--- src/rtl/macc_lane_engine_pkg.sv ---
// Shared types and helpers for the lane-serial multiply-accumulate engine.
// Holds the one-hot state encoding, accumulator sizing and signed clamping.
package macc_lane_engine_pkg;

    typedef enum logic [2:0] {
        ST_IDLE = 3'b001,
        ST_MAC  = 3'b010,
        ST_FIN  = 3'b100
    } state_e;

    // Upper bound on any accumulator width the helpers below must handle.
    localparam int unsigned MaxAccW = 192;

    function automatic int unsigned acc_width(input int unsigned data_w,
                                              input int unsigned lanes);
        return 2 * data_w + $clog2(lanes) + 1;
    endfunction

    function automatic logic signed [MaxAccW-1:0] sat_signed(
        input logic signed [MaxAccW-1:0] value,
        input int unsigned               width
    );
        logic signed [MaxAccW-1:0] max_v;
        logic signed [MaxAccW-1:0] min_v;
        max_v = signed'((MaxAccW'(1) << (width - 1)) - MaxAccW'(1));
        min_v = ~max_v;
        if (value > max_v) begin
            return max_v;
        end else if (value < min_v) begin
            return min_v;
        end
        return value;
    endfunction

endpackage

--- src/rtl/macc_sat_reduce.sv ---
// Reduces the wide accumulator to a DATA_W result, either wrapped or clamped,
// and flags any value that does not fit in signed DATA_W.
module macc_sat_reduce
    import macc_lane_engine_pkg::*;
#(
    parameter int unsigned DATA_W = 32,
    parameter int unsigned ACC_W  = 67,
    parameter int unsigned SAT_EN = 0
) (
    input  logic signed [ACC_W-1:0]  acc_i,
    output logic        [DATA_W-1:0] result_o,
    output logic                     ovf_o
);

    logic signed [MaxAccW-1:0] acc_ext;
    logic signed [MaxAccW-1:0] sat_ext;

    always_comb begin
        acc_ext = MaxAccW'(acc_i);
        sat_ext = sat_signed(acc_ext, DATA_W);
        ovf_o   = (sat_ext != acc_ext);
        if (SAT_EN != 0) begin
            result_o = sat_ext[DATA_W-1:0];
        end else begin
            result_o = acc_ext[DATA_W-1:0];
        end
    end

endmodule

--- src/rtl/macc_lane_engine.sv ---
// Signed dot product of LANES operand pairs plus bias through one shared
// multiplier, behind an ap_start/ap_done/ap_idle/ap_ready block handshake.
module macc_lane_engine
    import macc_lane_engine_pkg::*;
#(
    parameter int unsigned DATA_W = 32,
    parameter int unsigned LANES  = 4,
    parameter int unsigned SAT_EN = 0
) (
    input  logic                    ap_clk,
    input  logic                    ap_rst,
    input  logic                    ap_start,
    output logic                    ap_done,
    output logic                    ap_idle,
    output logic                    ap_ready,
    input  logic [LANES*DATA_W-1:0] a,
    input  logic [LANES*DATA_W-1:0] b,
    input  logic [DATA_W-1:0]       bias,
    input  logic                    mode,
    output logic [DATA_W-1:0]       o_acc,
    output logic                    o_acc_ap_vld,
    output logic                    o_ovf,
    output logic [DATA_W-1:0]       ap_return
);

    localparam int unsigned ACC_W = acc_width(DATA_W, LANES);
    localparam int unsigned CNT_W = (LANES > 1) ? $clog2(LANES) : 1;

    state_e state_q, state_d;

    logic [LANES*DATA_W-1:0] a_q, a_d;
    logic [LANES*DATA_W-1:0] b_q, b_d;
    logic                    mode_q, mode_d;
    logic signed [ACC_W-1:0] acc_q, acc_d;
    logic [CNT_W-1:0]        lane_q, lane_d;
    logic [DATA_W-1:0]       ret_q, ret_d;
    logic                    ovf_q, ovf_d;

    logic signed [DATA_W-1:0]   a_lane;
    logic signed [DATA_W-1:0]   b_lane;
    logic signed [2*DATA_W-1:0] prod;
    logic signed [ACC_W-1:0]    acc_sum;
    logic                       last_lane;
    logic [DATA_W-1:0]          red_result;
    logic                       red_ovf;

    always_ff @(posedge ap_clk) begin
        if (ap_rst) begin
            state_q <= ST_IDLE;
        end else begin
            state_q <= state_d;
        end
    end

    always_comb begin
        state_d = state_q;
        unique case (state_q)
            ST_IDLE: if (ap_start) state_d = ST_MAC;
            ST_MAC:  if (last_lane) state_d = ST_FIN;
            ST_FIN:  state_d = ST_IDLE;
            default: state_d = ST_IDLE;
        endcase
    end

    always_comb begin
        ap_done      = (state_q == ST_FIN);
        ap_ready     = (state_q == ST_FIN);
        o_acc_ap_vld = (state_q == ST_FIN);
        ap_idle      = (state_q == ST_IDLE) && !ap_start;
        o_acc        = ret_q;
        ap_return    = ret_q;
        o_ovf        = ovf_q;
    end

    always_comb begin
        a_lane    = a_q[int'(lane_q)*DATA_W +: DATA_W];
        b_lane    = b_q[int'(lane_q)*DATA_W +: DATA_W];
        prod      = a_lane * b_lane;
        acc_sum   = mode_q ? (acc_q - ACC_W'(prod)) : (acc_q + ACC_W'(prod));
        last_lane = (lane_q == CNT_W'(LANES - 1));
    end

    // The reducer sees the sum including the final lane so the result is
    // registered on the same edge that enters FIN.
    macc_sat_reduce #(
        .DATA_W (DATA_W),
        .ACC_W  (ACC_W),
        .SAT_EN (SAT_EN)
    ) u_sat_reduce (
        .acc_i    (acc_sum),
        .result_o (red_result),
        .ovf_o    (red_ovf)
    );

    always_comb begin
        a_d    = a_q;
        b_d    = b_q;
        mode_d = mode_q;
        acc_d  = acc_q;
        lane_d = lane_q;
        ret_d  = ret_q;
        ovf_d  = ovf_q;
        unique case (state_q)
            ST_IDLE: begin
                if (ap_start) begin
                    a_d    = a;
                    b_d    = b;
                    mode_d = mode;
                    acc_d  = ACC_W'(signed'(bias));
                    lane_d = '0;
                end
            end
            ST_MAC: begin
                acc_d  = acc_sum;
                lane_d = lane_q + CNT_W'(1);
                if (last_lane) begin
                    ret_d = red_result;
                    ovf_d = red_ovf;
                end
            end
            default: ;
        endcase
    end

    always_ff @(posedge ap_clk) begin
        if (ap_rst) begin
            a_q    <= '0;
            b_q    <= '0;
            mode_q <= 1'b0;
            acc_q  <= '0;
            lane_q <= '0;
            ret_q  <= '0;
            ovf_q  <= 1'b0;
        end else begin
            a_q    <= a_d;
            b_q    <= b_d;
            mode_q <= mode_d;
            acc_q  <= acc_d;
            lane_q <= lane_d;
            ret_q  <= ret_d;
            ovf_q  <= ovf_d;
        end
    end

endmodule
--- config.mk ---
export PLATFORM = sky130hd
export DESIGN_NAME = macc_lane_engine
export DESIGN_NICKNAME = d
export VERILOG_FILES = /design/src/rtl/macc_lane_engine_pkg.sv /design/src/rtl/macc_sat_reduce.sv /design/src/rtl/macc_lane_engine.sv
export SDC_FILE = /design/constraint.sdc
export NUM_CORES = 2
export LEC_CHECK = 0
export BUFFER_PORTS_ARGS = -buffer_cell sky130_fd_sc_hd__buf_2
export CAP_MARGIN = 15
export CORE_MARGIN = 3
export CORE_UTILIZATION = 60
export CTS_BUF_LIST = sky130_fd_sc_hd__clkbuf_2
export CTS_CLUSTER_DIAMETER = 30
export DETAILED_ROUTE_END_ITERATION = 8
export PLACE_DENSITY = 0.79
export SLEW_MARGIN = 20
export SYNTH_ARGS = -nofsm -noshare
export SYNTH_HDL_FRONTEND = slang
export SYNTH_SLANG_ARGS = --single-unit
export TNS_END_PERCENT = 20
--- constraint.sdc ---
create_clock -name ap_clk -period 26.4 [get_ports ap_clk]
set_input_delay 6.6 -clock ap_clk [delete_from_list [all_inputs] [get_ports ap_clk]]
set_output_delay 6.6 -clock ap_clk [all_outputs]
set_load 0.02 [all_outputs]
==> flow_metrics.tcl <==
set metrics [dict create \
    wl_met1_um 69440 \
    cts.reportedPaths.clkPinSlew_ps 110 \
    cpMostUsedCell "fa_1" \
    ys_top_cells_by_area "fa_1 37%, dfxtp_1 12%, nand2_1 8.5%" \
    irDropWorstVdd_mv 0.06913 \
    register_area_sq_um 7256 \
    insertion_delay_ps 1280 \
    skew_ps 159.0 \
    grtUsageTotal_pct 39.47 \
    first_global_vias 52580 \
    synth_nets 8617 \
    wl_um 193800 \
    grt_max_degree 246 \
    die_w_um 317.4 \
    drt_iter0_drc 4684 \
    h-tree-depth 3 \
    synth.avg_cell_area_sq_um 8.322 \
    fillCellCount 8213 \
    wl_met2_um 91990 \
    cp-startpoint "lane_q[0]$_SDFFE_PP0P_" \
    rsz0062_at_grt "false" \
    synth_edf_count 0 \
    cts.sinks 362 \
    nets 8746 \
    path_class "register to register" \
    crit_family "adder cells" \
    power_density_nw_per_um2 61.45 \
    clockBufferDepth 3 \
    drive_above_1_share_pct 10.91 \
    antenna_found_initial 3 \
    synth_top_area_share_pct 37.27 \
    postCtsSetupRepairBufs 0 \
    period_minus_slack_ps 15780 \
    end_kind "register" \
    crit_slowest_cell "o21ai_2" \
    synth-seq-area-share_pct 12.46 \
    route.detailed.drc 0 \
    synthesis.instances 6990 \
    worst_pin_slew_ps 1157 \
    endpoint "o_ovf$_SDFFE_PP0P_" \
    crit_buf_inv 8 \
    r2r_end "o_ovf$_SDFFE_PP0P_" \
    synth_top_cell_by_area "fa_1" \
    drv_cap 0 \
    cp.arrival_ps 16880 \
    cts-resized-gates 0 \
    regToRegSetupSlack_ps 10620 \
    cp-start-kind "register" \
    top_layer_used "met4" \
    gr-total-overflow 0 \
    initial_core_util_pct 60.86 \
    syn2layout_area_growth_pct 5.861 \
    yosysMostFrequentCell "nand2_1" \
    antenna_left 0 \
    yosysWarnings 0 \
    reg2reg_depth 45 \
    multiInputGateArea_sq_um 45410 \
    fmax_ghz 0.06338 \
    finalCritPeriodShare_pct 59.76 \
    cp_num_cells 45 \
    slew_headroom_pct 22.86 \
    setup_viol 0 \
    num_vias 51100 \
    synthArstFlopShare_pct 0 \
    fin_util_pct 64.43 \
    gp_congestion 1.012 \
    synth-main-ff-cell "dfxtp_1" \
    hpwlAfterDp_um 158400 \
    hold_path_class "register to register" \
    syn_area_sq_um 58170 \
    die-area_sq_um 100700 \
    core-area_sq_um 95580 \
    die_h_um 317.4 \
    ys_ff_latch 362 \
    setup-tns-final_ps 0 \
    fin_area_sq_um 61580 \
    leakage_nw 28.09 \
    io_buffers 360 \
    cp_data_required_time_ps 27500 \
    viasPerCell 6.041 \
    placed_area_sq_um 60600 \
    ioPinCount 361 \
    rows 113 \
    firstDrtPassIters 8 \
    path_max_fanout 52 \
    hold_violations 0 \
    route.met3.wl_um 19750 \
    grt_pass1_wl_um 303000 \
    cts_tree "yes" \
    cp_slowest_stage_delay_ps 850 \
    clock-root-buffer "clkbuf_2" \
    wl_per_cell_um 22.91 \
    r2r_start "lane_q[0]$_SDFFE_PP0P_" \
    cts_made_buffers 97 \
    ys_top_cells_by_count "1313 x nand2_1, 1083 x fa_1, 1006 x inv_1, 669 x nor2_1, 505 x a21oi_1" \
    synth_cell_types 113 \
    drv_slew 0 \
    status "complete, no violations" \
    cts_hold_buffers 0 \
]
## cell type report
type                            count  share of cell area [%]
Sequential cell                   362                   11.78
Multi-Input combinational cell   5192                   73.74
Antenna cell                        7                 0.02845
Tap cell                         1265                   2.570
Clock buffer                      138                   1.122
Timing Repair Buffer              460                   4.182
Clock inverter                     29                  0.4389
Inverter                         1006                   6.132
## state kept, by name, summed over array words and instances, names as in the netlist
name and count:
b_q 128, lane_q 2, mode_q 1, o_ovf 1
state_q 3, ap_return 32, a_q 128, acc_q 67
## power by group
group | internal [mW] | switching [mW]
Sequential | 0.582 | 0.0237
Clock | 0.191 | 0.251
Combinational | 0.910 | 1.83
Total | 1.68 | 2.10
## cells by family after synthesis
logic type               synth area share (%)
buffers and inverters                   9.675
multiplexers                            2.740
flip-flops                              12.46
AO/OA/AOI/OAI                           12.22
AND/OR/NAND/NOR                         17.84
adder cells (fa/ha/maj)                 42.69
XOR/XNOR                                2.379
## tightest hold or removal path, cell delays in order, from the launching register on
cell	delay (ps)
dfxtp_1	320
nand2_1	50
a21oi_1	50
## per-stage QoR
step                      worst slack [ps]  hold WS (ps)  total power, mW  cells
after global placement               11040         440.7            3.255   8285
after detailed placement             11060         445.2            3.261   8285
after floorplan                      12900         432.9            2.444   6990
final                                10620         456.6            3.784   8459
after global routing                 10010         472.6            4.026   8456
after CTS                            10970         458.0            3.726   8452
## metal layers
layer | up-vias | global-route usage (%)
met1 | 25350 | 47.63
met2 | 2706 | 65.17
met3 | 693 | 10.10
met5 | - | 0
met4 | 0 | 20.95
li1 | 22350 | -
## how the worst min path moves through the flow
stage,start,end,slack (ps),depth (start not counted)
floorplan,a_q[33]$_SDFFE_PP0P_,a_q[33]$_SDFFE_PP0P_,430,2
global placement,b_q[28]$_SDFFE_PP0P_,b_q[28]$_SDFFE_PP0P_,440,2
detailed placement,b_q[38]$_SDFFE_PP0P_,b_q[38]$_SDFFE_PP0P_,450,2
CTS,a_q[73]$_SDFFE_PP0P_,a_q[73]$_SDFFE_PP0P_,460,2
global route,b_q[119]$_SDFFE_PP0P_,b_q[119]$_SDFFE_PP0P_,470,2
finish,b_q[9]$_SDFFE_PP0P_,b_q[9]$_SDFFE_PP0P_,460,2
## placed cells by master, fill, tap and decap left out, drive strengths merged, types with 9 or more instances in the layout
master / instances
a2111oi: 13
a211oi: 43
a21boi: 11
a21o: 56
a21oi: 513
a221oi: 38
a22oi: 33
a31oi: 27
and2: 101
and3: 28
and4: 15
buf: 460
clkbuf: 138
clkinv: 21
dfxtp: 362
fa: 1083
ha: 252
inv: 1008
mux2: 58
mux2i: 67
mux4: 12
nand2: 1313
nand2b: 20
nand3: 53
nand4: 58
nor2: 672
nor2b: 17
nor3: 55
nor3b: 11
nor4: 19
o211ai: 35
o21a: 67
o21ai: 169
o21bai: 27
o31ai: 9
or2: 17
or3: 24
xnor2: 97
xor2: 61
Power figures use the tool's default switching activity.
